**src/rtl/alu_mdu.sv**
```systemverilog
// alu_mdu: execute-stage arithmetic unit.
// Combinational ALU (AND/OR/NOR/ADD/SUB/SLT/SLTU) plus an iterative unsigned
// multiply/divide unit that updates HI/LO after WIDTH cycles.
module alu_mdu #(
   parameter int unsigned WIDTH = 32
) (
   input  logic             clk,
   input  logic             rst,
   input  logic [WIDTH-1:0] a,
   input  logic [WIDTH-1:0] b,
   input  logic [2:0]       alu_op,
   output logic [WIDTH-1:0] alu_out,
   output logic             zero,
   output logic             ovf,
   input  logic             md_start,
   input  logic             md_div,
   output logic             busy,
   output logic             done,
   output logic [WIDTH-1:0] hi,
   output logic [WIDTH-1:0] lo
);

   localparam int unsigned CW = (WIDTH > 1) ? $clog2(WIDTH) : 1;
   localparam int unsigned AW = 2 * WIDTH;

   localparam logic [0:0] S_IDLE = 1'b0;
   localparam logic [0:0] S_RUN  = 1'b1;

   localparam logic [2:0] OP_AND  = 3'b000;
   localparam logic [2:0] OP_OR   = 3'b001;
   localparam logic [2:0] OP_ADD  = 3'b010;
   localparam logic [2:0] OP_SLTU = 3'b011;
   localparam logic [2:0] OP_NOR  = 3'b100;
   localparam logic [2:0] OP_SUB  = 3'b110;
   localparam logic [2:0] OP_SLT  = 3'b111;

   // ---------------------------------------------------------------- ALU
   logic             sub;
   logic [WIDTH-1:0] b_eff;
   logic [WIDTH-1:0] sum;
   logic             sum_ovf;

   // Shared adder: SUB and SLT both use a + ~b + 1
   always_comb begin
      sub     = (alu_op == OP_SUB) || (alu_op == OP_SLT);
      b_eff   = b ^ {WIDTH{sub}};
      sum     = a + b_eff + {{(WIDTH-1){1'b0}}, sub};
      sum_ovf = (a[WIDTH-1] == b_eff[WIDTH-1]) && (sum[WIDTH-1] != a[WIDTH-1]);
   end

   // Result select; SLT corrects the sign bit with the overflow flag
   always_comb begin
      alu_out = '0;
      ovf     = 1'b0;
      case (alu_op)
         OP_AND:  alu_out = a & b;
         OP_OR:   alu_out = a | b;
         OP_NOR:  alu_out = ~(a | b);
         OP_ADD,
         OP_SUB: begin
            alu_out = sum;
            ovf     = sum_ovf;
         end
         OP_SLT:  alu_out = {{(WIDTH-1){1'b0}}, sum[WIDTH-1] ^ sum_ovf};
         OP_SLTU: alu_out = {{(WIDTH-1){1'b0}}, (a < b)};
         default: alu_out = '0;
      endcase
   end

   assign zero = (alu_out == '0);

   // ---------------------------------------------------------------- MDU
   logic [0:0]       state_q, state_d;
   logic [CW-1:0]    cnt_q, cnt_d;
   logic [AW-1:0]    acc_q, acc_d;
   logic [WIDTH-1:0] opb_q, opb_d;
   logic             div_q, div_d;
   logic [WIDTH-1:0] hi_q, hi_d;
   logic [WIDTH-1:0] lo_q, lo_d;
   logic             done_q, done_d;

   logic [WIDTH:0]   mul_sum;
   logic [AW-1:0]    mul_next;
   logic [WIDTH:0]   rem_sh;
   logic             div_ok;
   logic [WIDTH-1:0] rem_sub;
   logic [AW-1:0]    div_next;
   logic [AW-1:0]    acc_step;

   // One iteration of shift-add multiply / restoring divide.
   // acc holds {partial product, multiplier} or {remainder, dividend/quotient}.
   always_comb begin
      mul_sum  = {1'b0, acc_q[AW-1:WIDTH]} + {1'b0, (acc_q[0] ? opb_q : '0)};
      mul_next = {mul_sum, acc_q[WIDTH-1:1]};
      rem_sh   = acc_q[AW-1:WIDTH-1];
      div_ok   = (rem_sh >= {1'b0, opb_q});
      rem_sub  = rem_sh[WIDTH-1:0] - opb_q;
      div_next = div_ok ? {rem_sub,            acc_q[WIDTH-2:0], 1'b1}
                        : {rem_sh[WIDTH-1:0],  acc_q[WIDTH-2:0], 1'b0};
      acc_step = div_q ? div_next : mul_next;
   end

   // Next-state: IDLE accepts an operation, RUN iterates WIDTH times
   always_comb begin
      state_d = state_q;
      cnt_d   = cnt_q;
      acc_d   = acc_q;
      opb_d   = opb_q;
      div_d   = div_q;
      hi_d    = hi_q;
      lo_d    = lo_q;
      done_d  = 1'b0;
      case (state_q)
         S_IDLE: begin
            if (md_start) begin
               acc_d   = {{WIDTH{1'b0}}, a};
               opb_d   = b;
               div_d   = md_div;
               cnt_d   = '0;
               state_d = S_RUN;
            end
         end
         S_RUN: begin
            acc_d = acc_step;
            cnt_d = cnt_q + CW'(1);
            if (cnt_q == CW'(WIDTH - 1)) begin
               hi_d    = acc_step[AW-1:WIDTH];
               lo_d    = acc_step[WIDTH-1:0];
               done_d  = 1'b1;
               cnt_d   = '0;
               state_d = S_IDLE;
            end
         end
         default: state_d = S_IDLE;
      endcase
   end

   // State and datapath registers; reset aborts any operation in flight
   always_ff @(posedge clk) begin
      if (rst) begin
         state_q <= S_IDLE;
         cnt_q   <= '0;
         acc_q   <= '0;
         opb_q   <= '0;
         div_q   <= 1'b0;
         hi_q    <= '0;
         lo_q    <= '0;
         done_q  <= 1'b0;
      end else begin
         state_q <= state_d;
         cnt_q   <= cnt_d;
         acc_q   <= acc_d;
         opb_q   <= opb_d;
         div_q   <= div_d;
         hi_q    <= hi_d;
         lo_q    <= lo_d;
         done_q  <= done_d;
      end
   end

   assign busy = (state_q == S_RUN);
   assign done = done_q;
   assign hi   = hi_q;
   assign lo   = lo_q;

endmodule

```
**config.mk**
```make
export PLATFORM = sky130hd
export DESIGN_NAME = alu_mdu
export DESIGN_NICKNAME = d
export VERILOG_FILES = /design/src/rtl/alu_mdu.sv
export SDC_FILE = /design/constraint.sdc
export NUM_CORES = 1
export LEC_CHECK = 0
export BUFFER_PORTS_ARGS = -buffer_cell sky130_fd_sc_hd__buf_2
export CELL_PAD_IN_SITES_DETAIL_PLACEMENT = 2
export CELL_PAD_IN_SITES_GLOBAL_PLACEMENT = 2
export CORE_UTILIZATION = 38
export CTS_CLUSTER_SIZE = 28
export DETAILED_ROUTE_END_ITERATION = 8
export PLACE_DENSITY_LB_ADDON = 0.08
export SLEW_MARGIN = 20
export SYNTH_ARGS = -nofsm -noshare
export SYNTH_HDL_FRONTEND = slang
export SYNTH_SLANG_ARGS = --single-unit
```
**constraint.sdc**
```tcl
create_clock -name clk -period 9.9 [get_ports clk]
set_input_delay 0.99 -clock clk [delete_from_list [all_inputs] [get_ports clk]]
set_output_delay 0.99 -clock clk [all_outputs]
set_load 0.005 [all_outputs]
```
==> impl_metrics.ini, run 1 <==
[sta]
final_hold_viol_count = 0
maxSlewViolCount = 0
fmax_mhz = 127
slew_headroom = 0.296
skew_ps = 15.2
tightest_slew_ps = 1050
rsz0062_at_grt = false
post-route-min-period_ps = 7850
setup_violations = 0
fin_crit_sh = 0.793
worst_slack_ps = 2050
tns_ps = 0

[grt]
grt_pass1_vias = 15824
grt_pass1_wl_um = 88900
antenna_found_initial = 0
grt_start_max_net_pins = 78
grt.total_usage = 0.287
gr-total-overflow = 0

[routing]
drt-total-wl_um = 56800
via_count = 14636
drt_iter0_markers = 600
dr.pass1.iters = 5
drc = 0
ant_nets = 0
vias_per_cell = 5.76
wl_per_cell_um = 22.4

[worst_setup_path]
cp_common_cell = buf_2
path_max_fanout = 39
worstSetupStartpoint = alu_op[1]
slowest_delay_ps = 820
startpoint_type = input port
crit_arrival_ps = 6860
path_cells = buf_2 -> nand2_2 -> xnor2_1 -> inv_1 -> fa_1 -> nand2b_1 -> a211oi_1 -> nor2_1 -> xor2_1 -> o21ai_0 -> nor4_1 -> nand4b_1 -> or4_1 -> nor4_2 -> and4bb_1 -> and4_1 -> buf_2
r2r_start = acc_q[0]
crit_type = input port to primary output
critPathTopFamily = simple AND/OR/NAND/NOR gates
cp_num_buf_inv = 3
worstSetupEndpointType = primary output
crit_required_ps = 8910
slowest_stage = nand2_2

[clock_tree]
cts_resized = 0
cts_buffer_depth = 2
clock_sinks = 168
path_clk_slew_ps = 70
cts_setup_buffers = 0
cts_buffers = 17
clkLatencyLatePin_ps = 460
cts_tree = yes
cts_hold_buf = 0
cts_root_buffer = clkbuf_16
cts_max_level = 4

[finish]
nets = 2281
layoutNonFillerInstCount = 2543
area_delta_synth_final_pct = 11.9
diodes = 0
final_layout_size_suffix_gt1_frac = 0.124

[synthesis]
async_flop_share = 0
synth-seq-cells = 168
synth.top_cells.by_area = dfxtp_1 23%, ha_1 16%, a21oi_1 5.7%
syn-num-nets = 2189
synth_top_area_frac = 0.226
yosys.area_share.simple = 0.167
synthesis.area_um2 = 14900
synth_top_family_by_area = compound AO/OA/AOI/OAI gates
synthMuxAreaShare = 0.0368
ys_seq_area_frac = 0.226
synth_compound_area_frac = 0.276
syn_area_per_cell_um2 = 7.76
synthCells = 1920
synthFlopType = dfxtp_1
ys_warn_count = 0
synth-xor-area-share = 0.0635
yosysTopAreaCell = dfxtp_1
synth_fa_ha_area_frac = 0.168
ys_types = 80
synth_edf_count = 0

[run_status]
status = completed

[placement]
io_buffer_count = 170
globalplace.congestion = 0.885
place_hpwl_um = 44300
place_inst = 2511
place_ws_ps = 2000

[die]
start_util = 0.386
core_um2 = 38600
dieArea_um2 = 40000
die_h_um = 200
rows = 72
die_w_um = 200
ios = 171

[min_path]
hold_path_class = flip-flop to flip-flop
min-delay-start = hi[12]

[power]
cellLeakagePower_uw = 0.00748
ir_drop_uv = 113
power-per-cell-area_nw_per_um2 = 127

[job]
cap_viol_max_count = 0
[through the flow]
step | area (um^2) | hold slack, ps | utilization | power, uW
2_1_floorplan | 14900 | 445 | - | 1220
4_1_cts | 16700 | 462 | 0.432 | 2140
5_1_grt | 16700 | 495 | 0.432 | 2230
6_report | 16700 | 451 | 0.432 | 2120
3_5_place_dp | 16100 | 445 | 0.417 | 1450
3_3_place_gp | 16100 | 430 | 0.417 | 1430
[cells by family after synthesis]
| logic type | Yosys count |
|---|---|
| and+or+nand+nor | 519 |
| xor gates and xnor gates | 108 |
| DFF | 168 |
| AOI/OAI and AO/OA | 628 |
| adders and majority gates | 198 |
| buffers and inverters | 245 |
| muxes | 54 |
[flip-flops by register name (all words and copies together), names as in the netlist]
signal	count
opb_q	32
busy	1
done	1
lo	32
acc_q	64
div_q	1
hi	32
cnt_q	5
[worst register-to-register path: stages, from the launching register on]
cell and delay [ps]:
dfxtp_1 310, buf_4 340, and2_1 200, ha_1 210
inv_1 70, fa_1 390, nand2b_1 210, a21oi_1 390
o21ba_2 250, a221o_1 310, a31oi_1 230, a21oi_1 280
nor2_1 130, o21ai_0 350, nand2_1 110, a211oi_1 410
a22o_1 190
[cells in the mapped netlist (all sizes together) (44+ instances only)]
cell type    n
mux2i       48
clkbuf      90
a211oi      82
xnor2       84
ha         195
nor2        92
nand2      215
nor2b       44
dfxtp      168
inv        133
o21ai      149
a21oi      170
[per-layer routing]
layer | GRT usage | share of wire
met1 | 0.375 | 0.47
met2 | 0.502 | 0.48
met3 | 0.0264 | 0.024
met4 | 0.0749 | 0.018
met5 | 0 | 0
[worst paths after layout]
check | depth (start not counted) | slack [ps] | end
hold reg to reg | 2 | 450 | hi[12]
hold / removal | 2 | 450 | hi[12]
setup reg to reg | 16 | 5480 | acc_q[63]
setup / recovery | 17 | 2050 | zero
[cell type report]
class / instances / area, um^2
fill: 4532 / 22000
multi-input combinational: 1507 / 10600
sequential: 168 / 3370
timing repair buffer: 185 / 963
tap: 518 / 648
inverter: 133 / 499
clock buffer: 20 / 447
clock inverter: 12 / 133
[report_power, final]
part	switching [uW]	internal, uW
clock	319	362
sequential	27.3	698
combinational	447	271
total	793	1330
[placed cells by master, fill, tap and decap left out, types with 13 or more instances in the layout]
| cell type | n |
|---|---|
| nand2_1 | 213 |
| a211oi_1 | 81 |
| nor2_1 | 92 |
| xor2_1 | 24 |
| inv_1 | 133 |
| nor3_1 | 21 |
| nand2b_1 | 20 |
| dfxtp_1 | 166 |
| nor2b_1 | 43 |
| xnor2_1 | 84 |
| buf_4 | 15 |
| buf_2 | 170 |
| a31oi_1 | 16 |
| o211ai_1 | 17 |
| clkbuf_16 | 17 |
| a22o_1 | 37 |
| o221ai_1 | 24 |
| mux2i_1 | 48 |
| nand3_1 | 21 |
| o21bai_1 | 14 |
| a21o_1 | 41 |
| and2_1 | 33 |
| o21ai_0 | 147 |
| a21oi_1 | 168 |
| or3_1 | 13 |
| nand4_1 | 18 |
| ha_1 | 195 |
No activity file was read; power rests on OpenSTA's default activity.
==> inputs of run 2 (changes only) <==
Settings changed: ABC_AREA set to 1, CORE_UTILIZATION 38 to 29.
Clock period 9.9 ns to 6.6 ns, I/O delays scaled along.
==> run 2 against run 1 <==
  * Synthesized cell count rose by 46%
  * First-iteration DRC count fell by 5.0%
  * Wire length rose by 44%
  * Worst hold slack improved by 6.9 ps
  * Non-clock buffer count rose by 1
  * Global-route usage fell by 1.2 points
  * Combinational power rose by 92%
  * Critical path type unchanged
  * Largest cell class unchanged
==> impl_metrics.ini, run 2 <==
[die]
dieArea_um2 = 59600
rows = 88
ios = 171
die_w_um = 244
start_util = 0.294
die_h_um = 244
core_um2 = 57800

[power]
ir_drop_uv = 221
power-per-cell-area_nw_per_um2 = 184
cellLeakagePower_uw = 0.00993

[clock_tree]
cts_tree = yes
clkLatencyLatePin_ps = 500
cts_resized = 0
cts_buffer_depth = 2
clock_sinks = 168
cts_max_level = 4
path_clk_slew_ps = 80
cts_setup_buffers = 0
cts_hold_buf = 0
cts_buffers = 17
cts_root_buffer = clkbuf_16

[finish]
utilization = 0.331
nets = 3186
area_delta_synth_final_pct = 12.6
diodes = 0
final_layout_size_suffix_gt1_frac = 0.0997
final_cell_mix = 747 x nand2_1, 447 x inv_1, 293 x nor2_1, 217 x nand3_1, 195 x ha_1
layoutNonFillerInstCount = 3695
largest_reg_flops = 64
n_fill_cell = 7258
seqCellArea_um2 = 3370
final_common_cell = nand2_1
multi_input_area_um2 = 11600
top_register = acc_q

[synthesis]
async_flop_share = 0
synthesis.area_um2 = 17000
ys_seq_area_frac = 0.198
synthCells = 2799
ys_warn_count = 0
syn_area_per_cell_um2 = 6.07
synth.top_cells.by_area = dfxtp_1 20%, nand2_1 17%, ha_1 14%
syn-num-nets = 3068
synth_edf_count = 0
ys_types = 51
yosysTopAreaCell = dfxtp_1
synth_common_cells = 748 x nand2_1, 448 x inv_1, 296 x nor2_1, 217 x nand3_1, 195 x ha_1
synthFlopType = dfxtp_1
synth.most_common_cell = nand2_1
synth-seq-cells = 168
synth_top_area_frac = 0.198

[min_path]
hold_path_class = flip-flop to flip-flop
min-delay-start = hi[6]
min_to = hi[6]
holdPathStages = 2

[worst_setup_path]
r2r_setup_slack_ps = 2780
worstSetupEndpointType = primary output
reg2reg_to = acc_q[57]
rr_worst_depth = 17
crit_type = input port to primary output
startpoint_type = input port
worstSetupStartpoint = alu_op[1]
crit_required_ps = 5940
r2r_start = acc_q[0]
crit_arrival_ps = 4450
path_max_fanout = 33

[sta]
tns_ps = 0
tightest_slew_ps = 1000
maxSlewViolCount = 0
fmax_mhz = 196
rsz0062_at_grt = false
slew_headroom = 0.332
worst_slack_ps = 1490
post-route-min-period_ps = 5110
fin_crit_sh = 0.775
skew_ps = 20.4
final_hold_viol_count = 0
hold_ws_ps = 458
setup_violations = 0

[grt]
met3_usage = 0.0237
gr-total-overflow = 0
top_usage_layer = met2
grt_start_max_net_pins = 67
met1_usage = 0.328
grt_use_met2 = 0.512
grt_pass1_vias = 20823
grt.total_usage = 0.275
antenna_found_initial = 0
grt_pass1_wl_um = 124000

[routing]
vias_per_cell = 5.13
drc = 0
drt-total-wl_um = 82000
drt_iter0_markers = 570
ant_nets = 0
via_count = 18956
wl_per_cell_um = 22.2
dr.pass1.iters = 5

[job]
cap_viol_max_count = 0

[placement]
place_inst = 3663
globalplace.congestion = 0.933
place_hpwl_um = 67600
place_ws_ps = 1060
io_buffer_count = 170

[run_status]
status = completed
-- run 2: changes by cell type after synthesis, moves of 27 or more --
| cell | change |
|---|---|
| a211oi_1 | -46 |
| nor2b_1 | -43 |
| nor2_1 | +204 |
| inv_1 | +315 |
| a21o_1 | -34 |
| and2_1 | -27 |
| nand3_1 | +196 |
| xnor2_1 | -75 |
| nand2_1 | +533 |
| a22o_1 | -36 |
| mux2i_1 | -47 |
-- run 2: cell families (layout without fill, tap and decap cells) --
logic type / count (synthesis) / count (layout) / share of synthesized area
buffers and inverters: 540 / 671 / 0.123
xor gates and xnor gates: 56 / 56 / 0.0289
DFF: 168 / 168 / 0.198
adders and majority gates: 198 / 198 / 0.147
muxes: 1 / 1 / 0.000589
and+or+nand+nor: 1405 / 1405 / 0.354
AOI/OAI and AO/OA: 431 / 431 / 0.148
-- run 2: layer usage --
layer	vias up	share of wire	wire length [um]
li1	9248	-	-
met1	9410	0.44	36100
met2	220	0.51	42000
met3	78	0.018	1490
met4	0	0.029	2380
met5	-	0	0
-- run 2: critical path, stage by stage --
cell      delay (ps)
buf_2            150
nand2_4          500
xor2_1           250
inv_1             90
fa_1             410
o21bai_1         570
nand2_1          200
nand2_1          190
nand2_1          170
a21oi_1          190
nor2_1            80
nor2_1           200
nand2_1          130
nor2_1           240
nand3_1          100
nor2_1           130
buf_2            140
-- run 2: power by group --
group	switching, uW	total (uW)	internal, uW
Clock	536	1040	508
Combinational	969	1380	408
Sequential	44.1	1100	1050
-- run 2: area by class of cell --
cell class,count,share of cell area
inverters,453,0.0888
clock inverters,14,0.00680
flip-flops and latches,168,0.176
multi-input cells,2091,0.605
clock buffers,18,0.0229
repair buffers,186,0.0509
well taps,765,0.0500
-- run 2: worst max-delay path by stage --
stage,end,slack [ps]
2_1_floorplan,zero,2920
3_3_place_gp,zero,1090
3_5_place_dp,zero,1060
4_1_cts,zero,1060
5_1_grt,zero,1260
6_report,zero,1490
-- run 2: per-stage QoR --
step / power [uW] / cell area (um^2)
2_1_floorplan: 2000 / 17000
3_3_place_gp: 2460 / 18600
3_5_place_dp: 2500 / 18600
4_1_cts: 3560 / 19100
5_1_grt: 3740 / 19100
6_report: 3520 / 19100
==> inputs of run 3 (changes only) <==
Settings changed: ABC_AREA 1 to 0, CORE_UTILIZATION 29 to 32.
Clock period 6.6 ns to 4.5 ns, I/O delays scaled along.
==> run 3 against run 2 <==
  * Largest power group unchanged
  * Power up 42%
  * Wire length down 26%
  * Setup slack worse by 1700 ps
  * The run now ends with setup timing left
  * Register-to-register slack worse by 2300 ps
  * Via count down 21%
  * Sequential share of layout area up 1.1 points
  * Flip-flop and latch count unchanged
  * Critical path depth down 1
  * Clock skew down 13 ps
  * Sequential power up 45%
==> impl_metrics.ini, run 3 (synthesis gave the netlist of run 1 again) <==
[run_status]
status = complete, but fails checks
violations = setup timing

[sta]
setup_violations = 1
hold_ws_ps = 255
post-route-min-period_ps = 4740
skew_ps = 7.21
final_hold_viol_count = 0
rsz0062_at_grt = true
fin_crit_sh = 1.05
tightest_slew_ps = 962
slew_headroom = 0.342
tns_ps = -241
fmax_mhz = 211
maxSlewViolCount = 0
worst_slack_ps = -241

[routing]
drc = 0
dr.pass1.iters = 5
ant_nets = 0
drt_iter0_markers = 597
wl_per_cell_um = 21.9
vias_per_cell = 5.42
drt-total-wl_um = 60400
dr_wl_met2_um = 29300
via_count = 14999
wl_met1_um = 28600
wl_met3_um = 1450
topRoutingLayerUsed = met5

[finish]
utilization = 0.395
largest_reg_flops = 64
diodes = 0
area_delta_synth_final_pct = 21.1
final_cell_area_um2 = 18000
final_layout_size_suffix_gt1_frac = 0.190
final_cell_mix = 213 x nand2_1, 195 x ha_1, 168 x buf_2, 166 x a21oi_1, 166 x dfxtp_1
nets = 2421
top_register = acc_q
final_common_cell = nand2_1

[placement]
place_ws_ps = -400
place_area_um2 = 17200
place_hpwl_um = 48900
globalplace.congestion = 0.880
io_buffer_count = 170

[power]
power-per-cell-area_nw_per_um2 = 277
ir_drop_uv = 257
cellLeakagePower_uw = 0.00823

[worst_setup_path]
startpoint_type = input port
crit_arrival_ps = 4290
critPathTopFamily = simple AND/OR/NAND/NOR gates
slowest_stage = or4_4
r2r_start = acc_q[0]
path_max_fanout = 6
cp_common_cell = or4_4
path_cells = buf_6 -> nand2_8 -> xnor2_2 -> ha_1 -> nor2_1 -> or3_4 -> or4_4 -> a211oi_4 -> o21ai_4 -> a31oi_4 -> o311ai_4 -> or4_4 -> a211oi_2 -> and4bb_1 -> and4_1 -> buf_2
reg2reg_to = hi[30]
worstSetupEndpointType = primary output
r2r_setup_slack_ps = 470
rr_worst_depth = 16
crit_required_ps = 4050
crit_type = input port to primary output
cp_num_buf_inv = 2
slowest_delay_ps = 570

[grt]
grt.total_usage = 0.256
grt_start_max_net_pins = 73
grt_pass1_vias = 16501
antenna_found_initial = 1
gr-total-overflow = 0
grt_pass1_wl_um = 94500

[min_path]
min-delay-start = md_div
min_to = div_q
hold_path_class = input port to flip-flop
holdPathStages = 3

[clock_tree]
cts_buffers = 17
cts_root_buffer = clkbuf_16
clock_sinks = 168
cts_buffer_depth = 2
path_clk_slew_ps = 70
cts_tree = yes
cts_hold_buf = 0
cts_max_level = 4
clkLatencyLatePin_ps = 440

[die]
rows = 78
die_h_um = 218
die_w_um = 218
start_util = 0.326
core_um2 = 45700
dieArea_um2 = 47400
ios = 171

[job]
cap_viol_max_count = 0
## run 3: changes by cell type in the layout (fill, tap and decap cells not counted), sizes merged, moves of 36 or more
cell    before  now
inv        458  141
nor2       299   92
nand3      242   21
a22o         1   37
a211oi      35   82
xnor2        9   84
nor2b        1   44
mux2i        1   48
nand2      763  215
buf        186  325
## run 3: area by class of cell
cell class | count | area (um^2)
inverters | 133 | 499
repair buffers | 325 | 2050
multi-input cells | 1507 | 10800
fillers | 5246 | 27600
clock buffers | 20 | 457
clock inverters | 12 | 154
flip-flops and latches | 168 | 3370
well taps | 600 | 751
## run 3: stage by stage
step / power (uW) / std cells
finish: 4990 / 2765
global route: 5270 / 2765
CTS: 5030 / 2762
detailed placement: 3420 / 2728
global placement: 3370 / 2728
floorplan: 2680 / 1920
## run 3: what timing repair did
item | CTS | global route
hold endpoints to repair | 0 | 0
resized for setup | 25 | 10
pin swaps | 20 | 16
buffers inserted | 2 | 3
setup endpoints to repair | 1 | 1
## run 3: power breakdown
part / internal (uW) / switching [uW]
logic: 780 / 1050
clock network: 870 / 692
registers: 1540 / 64.8
## run 3: worst register-to-register path, cell delays in order (launching register included)
cell	delay, ps
dfxtp_1	430
buf_4	280
nand2_1	140
inv_1	80
ha_1	230
a211oi_1	240
o21ai_0	280
o21bai_1	340
a21oi_1	200
a21oi_1	330
o21ai_0	170
buf_4	180
a211oi_1	260
xor2_1	200
nor2_1	70
a21oi_1	310
o21ai_0	160
## run 3: worst max-delay path by stage
stage               slack, ps  cells past startpoint      start    to
finish                   -240                     16  alu_op[1]  zero
global route             -350                     16  alu_op[1]  zero
CTS                      -230                     16  alu_op[2]  zero
detailed placement       -400                     16  alu_op[2]  zero
global placement         -300                     17  alu_op[2]  zero
floorplan                   9                     16  alu_op[1]  zero
## run 3: routing by layer
metal,vias up,global-route usage
li1,7297,-
met1,7442,0.334
met2,199,0.448
met3,59,0.0240
met4,2,0.0671
met5,-,0
